===== src/rtl/ahb_pkg.sv =====
// Shared AHB-Lite encodings, response constants and slave FSM states.
// Latency: none (declarations only). Backpressure: n/a.
package ahb_pkg;

    localparam logic [1:0] HTRANS_IDLE   = 2'd0;
    localparam logic [1:0] HTRANS_BUSY   = 2'd1;
    localparam logic [1:0] HTRANS_NONSEQ = 2'd2;
    localparam logic [1:0] HTRANS_SEQ    = 2'd3;

    localparam logic [2:0] HSIZE_BYTE = 3'b000;
    localparam logic [2:0] HSIZE_HALF = 3'b001;
    localparam logic [2:0] HSIZE_WORD = 3'b010;

    localparam logic HRESP_OKAY  = 1'b0;
    localparam logic HRESP_ERROR = 1'b1;

    typedef enum logic [1:0] {
        ST_IDLE = 2'd0,
        ST_DATA = 2'd1,
        ST_ERR1 = 2'd2,
        ST_ERR2 = 2'd3
    } ahb_state_t;

    // Only aligned word accesses that land inside the array are served.
    function automatic logic ahb_is_legal(input logic [31:0] addr, input logic [2:0] size,
                                          input int unsigned depth);
        return (size == HSIZE_WORD) && (addr[1:0] == 2'b00) && ({2'b00, addr[31:2]} < depth);
    endfunction

endpackage


===== src/rtl/ahb_slv_regfile.sv =====
// DEPTH x 32 storage: synchronous write, combinational read, async clear.
// Latency: write visible the cycle after i_we; read is same-cycle. Backpressure: none.
module ahb_slv_regfile #(
    parameter int DEPTH = 16,
    parameter int IDX_W = 4
) (
    input  logic             i_clk,
    input  logic             i_rst_n,
    input  logic             i_we,
    input  logic [IDX_W-1:0] i_waddr,
    input  logic [31:0]      i_wdat,
    input  logic [IDX_W-1:0] i_raddr,
    output logic [31:0]      o_rdat
);

    logic [31:0] r_mem [DEPTH];

    always_ff @(posedge i_clk or negedge i_rst_n) begin
        if (!i_rst_n) begin
            for (int i = 0; i < DEPTH; i++) begin
                r_mem[i] <= 32'h0;
            end
        end else if (i_we) begin
            r_mem[i_waddr] <= i_wdat;
        end
    end

    assign o_rdat = r_mem[i_raddr];

endmodule


===== src/rtl/ahb_slave_mem.sv =====
// AHB-Lite word SRAM slave; data-phase wait states only when AHB_SLV_WAIT_EN is defined.
// Latency: WAIT_CYCLES wait states per transfer with the macro, zero without; errors take two cycles.
// Backpressure: hreadyout low in wait states and ERR1; address phases taken only with hready high.
module ahb_slave_mem
    import ahb_pkg::*;
#(
    parameter int DEPTH       = 16,
    parameter int WAIT_CYCLES = 2
) (
    input  logic        clk,
    input  logic        hresetn,
    input  logic        hsel,
    input  logic [31:0] haddr,
    input  logic [1:0]  htrans,
    input  logic        hwrite,
    input  logic [2:0]  hsize,
    input  logic [31:0] hwdata,
    input  logic        hready,
    output logic        hreadyout,
    output logic        hresp,
    output logic [31:0] hrdata
);

    localparam int IDX_W = $clog2(DEPTH);

    if (DEPTH < 4 || DEPTH > 64 || WAIT_CYCLES < 0 || WAIT_CYCLES > 15) begin : g_bad_param
        $error("ahb_slave_mem: DEPTH or WAIT_CYCLES out of range");
    end

    ahb_state_t       r_state;
    logic             r_hreadyout;
    logic             r_hresp;
    logic [IDX_W-1:0] r_idx;
    logic             r_write;

    logic             w_accept;
    logic             w_legal;
    logic             w_done;
    logic             w_entry_rdy;
    ahb_state_t       w_nxt_state;
    logic             w_nxt_rdy;
    logic             w_nxt_resp;
    logic [31:0]      w_rd_dat;

    assign w_accept = hsel && hready && (htrans == HTRANS_NONSEQ || htrans == HTRANS_SEQ);
    assign w_legal  = ahb_is_legal(haddr, hsize, DEPTH);
    assign w_done   = (r_state == ST_DATA) && r_hreadyout;

`ifdef AHB_SLV_WAIT_EN
    localparam logic [3:0] WAIT_LD = 4'(WAIT_CYCLES);
    logic [3:0] r_cnt;
    assign w_entry_rdy = (WAIT_LD == 4'd0);
`else
    assign w_entry_rdy = 1'b1;
`endif

    // Next state whenever the slave is free to take an address phase (IDLE, ERR2, DATA done).
    always_comb begin
        w_nxt_state = ST_IDLE;
        w_nxt_rdy   = 1'b1;
        w_nxt_resp  = HRESP_OKAY;
        if (w_accept) begin
            if (w_legal) begin
                w_nxt_state = ST_DATA;
                w_nxt_rdy   = w_entry_rdy;
            end else begin
                w_nxt_state = ST_ERR1;
                w_nxt_rdy   = 1'b0;
                w_nxt_resp  = HRESP_ERROR;
            end
        end
    end

    always_ff @(posedge clk or negedge hresetn) begin
        if (!hresetn) begin
            r_state     <= ST_IDLE;
            r_hreadyout <= 1'b1;
            r_hresp     <= HRESP_OKAY;
            r_idx       <= '0;
            r_write     <= 1'b0;
`ifdef AHB_SLV_WAIT_EN
            r_cnt       <= 4'd0;
`endif
        end else if (r_state == ST_ERR1) begin
            r_state     <= ST_ERR2;
            r_hreadyout <= 1'b1;
        end else if (r_state == ST_DATA && !r_hreadyout) begin
`ifdef AHB_SLV_WAIT_EN
            r_cnt       <= r_cnt - 4'd1;
            r_hreadyout <= (r_cnt == 4'd1);
`else
            r_hreadyout <= 1'b1;
`endif
        end else begin
            r_state     <= w_nxt_state;
            r_hreadyout <= w_nxt_rdy;
            r_hresp     <= w_nxt_resp;
            if (w_accept) begin
                r_idx   <= haddr[IDX_W+1:2];
                r_write <= hwrite;
            end
`ifdef AHB_SLV_WAIT_EN
            r_cnt       <= (w_accept && w_legal) ? WAIT_LD : 4'd0;
`endif
        end
    end

    ahb_slv_regfile #(
        .DEPTH (DEPTH),
        .IDX_W (IDX_W)
    ) u_regfile (
        .i_clk   (clk),
        .i_rst_n (hresetn),
        .i_we    (w_done && r_write),
        .i_waddr (r_idx),
        .i_wdat  (hwdata),
        .i_raddr (r_idx),
        .o_rdat  (w_rd_dat)
    );

    assign hreadyout = r_hreadyout;
    assign hresp     = r_hresp;
    assign hrdata    = (w_done && !r_write) ? w_rd_dat : 32'h0;

endmodule


===== config.mk =====
export PLATFORM = sky130hd
export DESIGN_NAME = ahb_slave_mem
export DESIGN_NICKNAME = d
export VERILOG_FILES = /design/src/rtl/ahb_pkg.sv /design/src/rtl/ahb_slv_regfile.sv /design/src/rtl/ahb_slave_mem.sv
export SDC_FILE = /design/constraint.sdc
export NUM_CORES = 1
export LEC_CHECK = 0
export ABC_CLOCK_PERIOD_IN_PS = 2650
export CORE_UTILIZATION = 61
export CTS_CLUSTER_DIAMETER = 80
export DETAILED_ROUTE_END_ITERATION = 6
export GPL_ROUTABILITY_DRIVEN = 0
export HOLD_SLACK_MARGIN = 0.1
export PLACE_DENSITY = 0.9
export SLEW_MARGIN = 20
export SYNTH_ARGS = -nofsm -noshare
export SYNTH_HDL_FRONTEND = slang
export SYNTH_SLANG_ARGS = --single-unit
export TNS_END_PERCENT = 1

===== constraint.sdc =====
create_clock -name clk -period 2.65 [get_ports clk]
set_clock_uncertainty 0.05 [all_clocks]
set_input_delay 0.53 -clock clk [delete_from_list [all_inputs] [get_ports clk]]
set_output_delay 0.53 -clock clk [all_outputs]
set_load 0.005 [all_outputs]

# Word level (Yosys, flattened, before mapping)

Cells that the tools add are included.

Reduce and logical (&&, ||, !) cells: 15
Magnitude comparators: 3
$mul: 0
Shift-type cells: 0
$add $sub $neg: 0
Bitwise operators: 3
Div/mod/pow operators: 0
Multiplexer cells: 17
Equal/unequal tests: 6

Operators with widths:

| cell                  | count |
|---|---|
| $bwmux W512           | 1 |
| $bmux W32 S4          | 1 |
| $demux W32 S4         | 1 |
| $mux W32              | 4 |
| $lt A30 B5 Y1 const B | 1 |
| $logic_and A1 B1 Y1   | 9 |
| $mux W2               | 4 |
| $eq A2 B2 Y1 const B  | 3 |
| $mux W1               | 6 |
| $ge A5 B5 Y1 const B  | 1 |
| $lt A5 B1 Y1 const B  | 1 |
| $not A4 Y5            | 1 |
| $eq A3 B2 Y1 const B  | 1 |
| $reduce_and A3 Y1     | 1 |
| $eq A2 B1 Y1 const B  | 1 |
| $logic_not A1 Y1      | 2 |
| $logic_not A2 Y1      | 1 |
| $ne A2 B2 Y1 const B  | 1 |
| $not A1 Y1            | 2 |
| $reduce_and A2 Y1     | 1 |
| $logic_or A1 B1 Y1    | 1 |

Flip-flop bits (word level): 521
Latch bits: 0
Logic and storage cells: 65
Bits in read-only memories: 0
Bits in writable memories: 0
Memories kept: 0
Output and inout port bits: 34
Input bits: 74

# Longest topological paths before layout

Gate-level depths: netlist of run 1.

Depth after elaboration: 7
Gate-level depth with buffers: 7

# Modules after synthesis

From an unflattened synthesis of run 1, not the netlist that was laid out.

Cell total of the unflattened synthesis: 1480
Area total of the unflattened synthesis: 23460.0 um^2

By module, submodules not included:

| module          | cells an instance | times used | area each (um^2) |
|---|---|---|---|
| ahb_slv_regfile | 1404              | 1          | 22774.3 |
| ahb_slave_mem   | 76                | 1          | 685.7 |

# Least setup slack after synthesis of run 1

Ideal clock, no wire load.

Path type: flip-flop to output port
Start point: register r_idx[1]
End point: output hrdata[12]
Cell stages (with the launch flop): 7
Setup slack: 0.285 ns
Data arrival time: 1.785 ns
Required time: 2.070 ns
Cells stage by stage: dfrtp_1 buf_2 buf_2 buf_2 mux4_2 mux2i_1 o21ai_0

Longest elaborated chain between the ends: 5

RTL lines:

| item                                        | line                  | text |
|---|---|---|
| start, declared                             | ahb_slave_mem.sv:33   | `logic [IDX_W-1:0] r_idx;` |
| start signal, assigned                      | ahb_slave_mem.sv:99   | `r_idx <= haddr[IDX_W+1:2];` |
| $not A4 Y5 (implied by the code)            | ahb_slv_regfile.sv:28 | `assign o_rdat = r_mem[i_raddr];` |
| $bmux W32 S4                                | ahb_slv_regfile.sv:28 |  |
| $mux W32 (implied by the code) (2 in a row) | ahb_slv_regfile.sv:28 |  |
| $mux W32                                    | ahb_slave_mem.sv:123  | `assign hrdata = (w_done && !r_write) ? w_rd_dat : 32'h0;` |
| end, declared                               | ahb_slave_mem.sv:21   | `output logic [31:0] hrdata` |

No other way between the ends. The select of a mux whose other input is x is not followed.

# Final worst setup path of run 1

Start point: register r_idx[0]
End point: output hrdata[21]

Same word-level chain as after synthesis.

==> results.toml, run 1 <==
[run_status]
status = "complete, but fails checks"
violations = "negative setup slack"

[placement]
dp_worst_setup_slack_ns = -0.424
port_buffers = 106
hpwl_um = 33400

[drt]
drt_wl_total_um = 64000
vias = 14400
post_drt_wl_per_cell_um = 29.3
detail_route.vias_per_cell = 6.61
dr.pass1.iters = 6
drtAntennaViolNets = 0
drcViolationCount = 0
drtIter0Drc = 1074

[clocking]
cts_root_buf = "clkbuf_16"
clkTransAtPathRegs_ns = 0.06
htreeDepth = 2
cts.sinks = 521
cts_buffer_depth = 3
cts_tree = "yes"
clk_latency_ns = 0.59
numCtsBuffers = 51

[power_and_ir_drop]
comb_power_share_pct = 35.2
peakVddDrop_mv = 0.772
internal-power_mw = 21.4
power.static_leakage_nw = 13.2
switchingPower_mw = 9.00
switching_share_pct = 29.6
pwr-share-clk_pct = 24.2
powerDensity_nw_per_um2 = 1060
seq_power_share_pct = 40.6

[critical_path]
r2r_setup_slack_ns = 0.04
crit_path_end_kind = "output port"
path_class = "flip-flop to output port"
r2r_end = "u_regfile.r_mem[296]$_DFFE_PN0P_"
required_ns = 2.07
ff2ff_path_depth = 8
cp.arrival_ns = 2.57
crit_path_start_kind = "flip-flop"
worst-path-max-fanout = 7
r2r-start = "r_idx[0]$_DFFE_PN0P_"

[yosys]
ys_seq_elements = 521
yosysWarnings = 0
synth_cell_types = 36
synthArstFlopShare_pct = 100
synth_ff_type = "dfrtp_1"
syn_avg_cell_area_um2 = 16.3
synth_area_um2 = 23400
synthCells = 1441
synth_nets = 1515
ys_seq_area_share_pct = 55.7
synth_edf_count = 0

[sta]
drv_slew = 0
fmaxAchievable_mhz = 318
setup_viol = 32
hold_viol_final = 0
worst_slack_ns = -0.497
rsz0062_at_grt = "true"
worst_slew_pin_slew_ns = 0.609
final.min_clock_period_ns = 3.15
tns_ns = -13.57
slew_headroom_pct = 59.3
timing.final.crit_share_pct = 119

[grt]
antenna_found_initial = 0
grt_start_max_net_pins = 84
grt_overflow = 0
grt.total_usage_pct = 34.4
grt_pass1_vias = 16300
grt_pass1_wl_um = 99300

[final_layout]
mostFrequentLayoutCell = "dfrtp_1"
final_cell_mix = "517 x dfrtp_1, 502 x mux2_2, 128 x mux4_2"
nets = 1711
fillers = 1955
area_growth_pct = 22.7
drive_above_1_share_pct = 58.4

[floorplanning]
rows = 71
die_area_um2 = 39200
die_w_um = 198
start_util_pct = 62.0
coreArea_um2 = 37800
pin_count = 108
die_h_um = 198

[run]
max_cap_violations = 0

[hold_path]
min_path_type = "primary input to asynchronous set/reset pin"
cell families (layout without fill, tap and decap cells):
group,count (synthesis),after routing,synth area share [%]
AOI/OAI and AO/OA,70,70,1.87
buffers and inverters,129,360,2.67
DFF,521,521,55.7
muxes,678,678,38.6
other,0,1,0
and+or+nand+nor,43,43,1.20
Yosys cell counts, types with 2 or more instances:
cell      number  area [um^2]
nand3b_1       2         15.0
nor4_1         6         37.5
mux4_2       128         2880
or3_1          2         12.5
and3_1         2         12.5
o21ai_0       35          175
nand4_1        2         12.5
buf_4         13         97.6
a22oi_1       33          248
mux2_2       502         5650
nor2_1        10         37.5
buf_2         56          280
dfrtp_1      520        13000
clkbuf_1      50          188
mux2_1        15          169
mux2i_1       33          330
buf_6          3         33.8
nand2b_1       4         25.0
nor2_4         2         22.5
nand2_1        2         7.51
buf_1          6         22.5
per-layer routing:
layer  vias up  global-route usage [%]  wire length [um]
li1       5785                       -                 -
met4         0                    17.1              3200
met3       226                    8.40              4490
met2       676                    56.6             32100
met1      7745                    42.9             24200
met5         -                       0                 0
critical path, cell delays in order, from the launching register on:
cell       delay (ns)
dfrtp_4          0.50
buf_12           0.16
buf_12           0.13
bufbuf_16        0.27
mux4_2           0.45
a22oi_2          0.21
o21ai_1          0.11
buf_2            0.14
cell type report:
cell class              count  area (um^2)  area share, %
inverters                   1         3.75         0.0131
well taps                 511          639           2.23
repair buffers            271         3250           11.3
diodes                      1         2.50        0.00871
clock buffers              76         1540           5.37
flip-flops and latches    521        13100           45.4
clock inverters            12          156          0.544
multi-input cells         791        10100           35.1
sequential cells by signal (all words and copies together), names as in the netlist:
register	cells
hreadyout	1
hresp	1
r_idx	4
r_state	2
r_write	1
u_regfile.r_mem	512
timing repair:
action / in CTS / in global routing
setup endpoints to repair: 32 / 75
setup buffers: 41 / 8
gates resized for setup: 207 / 30
endpoints found under the hold margin: 49 / 0
gates cloned: 15 / 0
pin swaps: 20 / 13
hold buffers: 1 / 0
through the flow:
stage / total power [mW] / hold WS [ns] / area (um^2) / std cells / utilization, %
after global placement: 20.2 / 0.413 / 26000 / 2034 / 68.7
after detailed placement: 20.9 / 0.428 / 26000 / 2034 / 68.7
after floorplan: 17.9 / 0.184 / 23400 / 1441 / -
final: 30.4 / 0.430 / 28700 / 2184 / 76.1
after global routing: 31.6 / 0.462 / 28700 / 2183 / 76.1
after CTS: 30.0 / 0.428 / 28700 / 2179 / 76.0
power by group through the flow:
stage	logic (mW)	clock network (mW)	registers [mW]
after floorplan	6.29	0	11.6
after global placement	8.32	0	11.9
after detailed placement	8.64	0	12.2
after CTS	10.5	7.39	12.2
after global routing	11.3	7.75	12.6
final	10.7	7.37	12.4
worst max-delay path by stage:
stage | startpoint | endpoint | slack [ns] | cells past startpoint
global placement | hreadyout$_DFF_PN1_ | hrdata[0] | -0.37 | 7
finish | r_idx[0]$_DFFE_PN0P_ | hrdata[21] | -0.50 | 7
floorplan | r_idx[1]$_DFFE_PN0P_ | hrdata[12] | 0.29 | 6
CTS | r_idx[1]$_DFFE_PN0P_ | hrdata[4] | -0.47 | 7
global route | r_idx[1]$_DFFE_PN0P_ | hrdata[9] | -0.53 | 7
detailed placement | hreadyout$_DFF_PN1_ | hrdata[31] | -0.42 | 7
Power figures use the tool's default switching activity.
==> run 2: changes to the inputs <==
--- a/config.mk
+++ b/config.mk
@@ -16,4 +16,3 @@
 export SYNTH_ARGS = -nofsm -noshare
 export SYNTH_HDL_FRONTEND = slang
 export SYNTH_SLANG_ARGS = --single-unit
-export TNS_END_PERCENT = 1
==> run 2 against run 1 <==
The run still ends with negative setup slack left. Sequential share of layout area decreased by 0.29 points. Global-route usage increased by 1.5 points. Power increased by 1.4%. Setup slack improved by 0.0072 ns. Combinational power about the same. Non-clock buffer count increased by 17. Critical endpoint unchanged. Critical path type unchanged. Largest cell class unchanged.
==> results.toml, run 2 (synthesized netlist as in run 1, its figures left out) <==
[run_status]
status = "complete, but fails checks"
violations = "negative setup slack"

[sta]
worst_slew_pin_slew_ns = 0.632
tns_ns = -13.06
fmaxAchievable_mhz = 318
slew_headroom_pct = 57.7
timing.final.crit_share_pct = 118
final.min_clock_period_ns = 3.14
drv_slew = 0
worst_slack_ns = -0.490
hold_viol_final = 0
setup_viol = 32
rsz0062_at_grt = "true"

[power_and_ir_drop]
peakVddDrop_mv = 0.772
pwr-share-clk_pct = 24.0
power.static_leakage_nw = 13.3
power.total_mw = 30.9
seq_power_share_pct = 40.2
powerDensity_nw_per_um2 = 1070
switching_share_pct = 29.9
switchingPower_mw = 9.22
comb_power_share_pct = 35.8
internal-power_mw = 21.6

[final_layout]
multi_input_area_um2 = 10100
largest-register = "u_regfile.r_mem"
regArea_um2 = 13100
mostFrequentLayoutCell = "dfrtp_1"
fillers = 1934
stdcell_area_um2 = 28900
area_growth_pct = 23.5
final_cell_mix = "517 x dfrtp_1, 502 x mux2_2, 128 x mux4_2"
top_regs = "u_regfile.r_mem x512, r_idx x4, r_state x2"
finalNonFillerCells = 2202
nets = 1728
drive_above_1_share_pct = 59.2
largest_register_ffs = 512

[critical_path]
path_cells = "buf_12 > buf_12 > bufbuf_16 > mux4_2 > a22oi_2 > o21ai_1 > buf_2"
crit_path_start_kind = "flip-flop"
crit_path_end_kind = "output port"
path_class = "flip-flop to output port"
cpPeakStageDelay_ns = 0.50
crit_family = "buffers and inverters"
r2r-start = "r_idx[0]$_DFFE_PN0P_"
cp.arrival_ns = 2.56
cp_common_cell = "buf_12"
crit_buf_inv = 4
required_ns = 2.07
critPathLaunch = "r_idx[0]$_DFFE_PN0P_"
worst-path-max-fanout = 7
crit_slowest_cell = "dfrtp_4"

[floorplanning]
die_h_um = 198
coreArea_um2 = 37800
die_w_um = 198
die_area_um2 = 39200
rows = 71
pin_count = 108
start_util_pct = 62.0

[clocking]
numCtsBuffers = 51
htreeDepth = 2
clkTransAtPathRegs_ns = 0.06
cts_root_buf = "clkbuf_16"
cts.sinks = 521
cts_buffer_depth = 3
clk_latency_ns = 0.60
cts_tree = "yes"

[placement]
port_buffers = 106
place_inst = 2034
dpl_cell_area_um2 = 26000
dp_worst_setup_slack_ns = -0.424
hpwl_um = 33400

[grt]
antenna_found_initial = 1
grt_pass1_vias = 16600
grt_start_max_net_pins = 84
grt_pass1_wl_um = 103000
grt.total_usage_pct = 35.9
grt_overflow = 0

[drt]
post_drt_wl_per_cell_um = 30.1
detail_route.vias_per_cell = 6.69
drtAntennaViolNets = 0
drcViolationCount = 0
dr.pass1.iters = 5
drtIter0Drc = 1202
drt_wl_total_um = 66300
vias = 14700

[hold_path]
min_path_type = "primary input to asynchronous set/reset pin"

[run]
max_cap_violations = 0
run 2: cell types whose count changed in the layout (fill, tap and decap cells not counted), moves of 2 or more:
cell           before  now
buf_6              21   25
clkbuf_2            2    0
buf_4              74   84
buf_16             10   12
buf_2              25   30
buf_8               2    4
dlygate4sd2_1       2    0
run 2: final cells by class:
cell class | instances | share of cell area (%)
Antenna cell | 2 | 0.0173
Clock buffer | 76 | 5.33
Clock inverter | 12 | 0.541
Inverter | 1 | 0.0130
Multi-Input combinational cell | 791 | 34.9
Sequential cell | 521 | 45.1
Tap cell | 511 | 2.21
Timing Repair Buffer | 288 | 11.8
run 2: final timing paths:
kind / end / slack, ns / cells after the start
worst min-delay path: u_regfile.r_mem[120]$_DFFE_PN0P_ / 0.42 / 2
max in group asynchronous: u_regfile.r_mem[363]$_DFFE_PN0P_ / 1.23 / 4
min in group clk: u_regfile.r_mem[356]$_DFFE_PN0P_ / 0.45 / 1
worst max-delay path: hrdata[21] / -0.49 / 7
worst max register to register: u_regfile.r_mem[322]$_DFFE_PN0P_ / 0.04 / 9
worst min register to register: u_regfile.r_mem[356]$_DFFE_PN0P_ / 0.45 / 1
run 2: what timing repair did:
action | in CTS | in global routing
hold endpoints to repair | 49 | 0
setup buffers | 54 | 14
gates cloned | 17 | 0
setup endpoints to repair | 32 | 194
pin swaps | 25 | 9
hold buffers | 1 | 0
gates resized for setup | 244 | 19
run 2: routing by layer:
| metal | vias to the layer above | global-route usage, % | part of all wire (%) |
|---|---|---|---|
| met5 | - | 0 | 0 |
| met4 | 0 | 21.7 | 6.1 |
| met3 | 280 | 7.48 | 6.7 |
| met2 | 758 | 57.9 | 50 |
| met1 | 7849 | 44.9 | 38 |
| li1 | 5834 | - | - |
run 2: power by group through the flow:
stage                     Sequential, mW  Clock (mW)  Combinational (mW)
after floorplan                     11.6           0                6.29
after global routing                12.6        7.77                11.6
after global placement              11.9           0                8.32
after detailed placement            12.2           0                8.64
after CTS                           12.2        7.39                10.8
final                               12.4        7.41                11.0
run 2: per-stage QoR:
stage	hold slack [ns]	utilization [%]
after global placement	0.413	68.7
final	0.416	76.6
after floorplan	0.184	-
after CTS	0.428	76.6
after global routing	0.449	76.6
after detailed placement	0.428	68.7
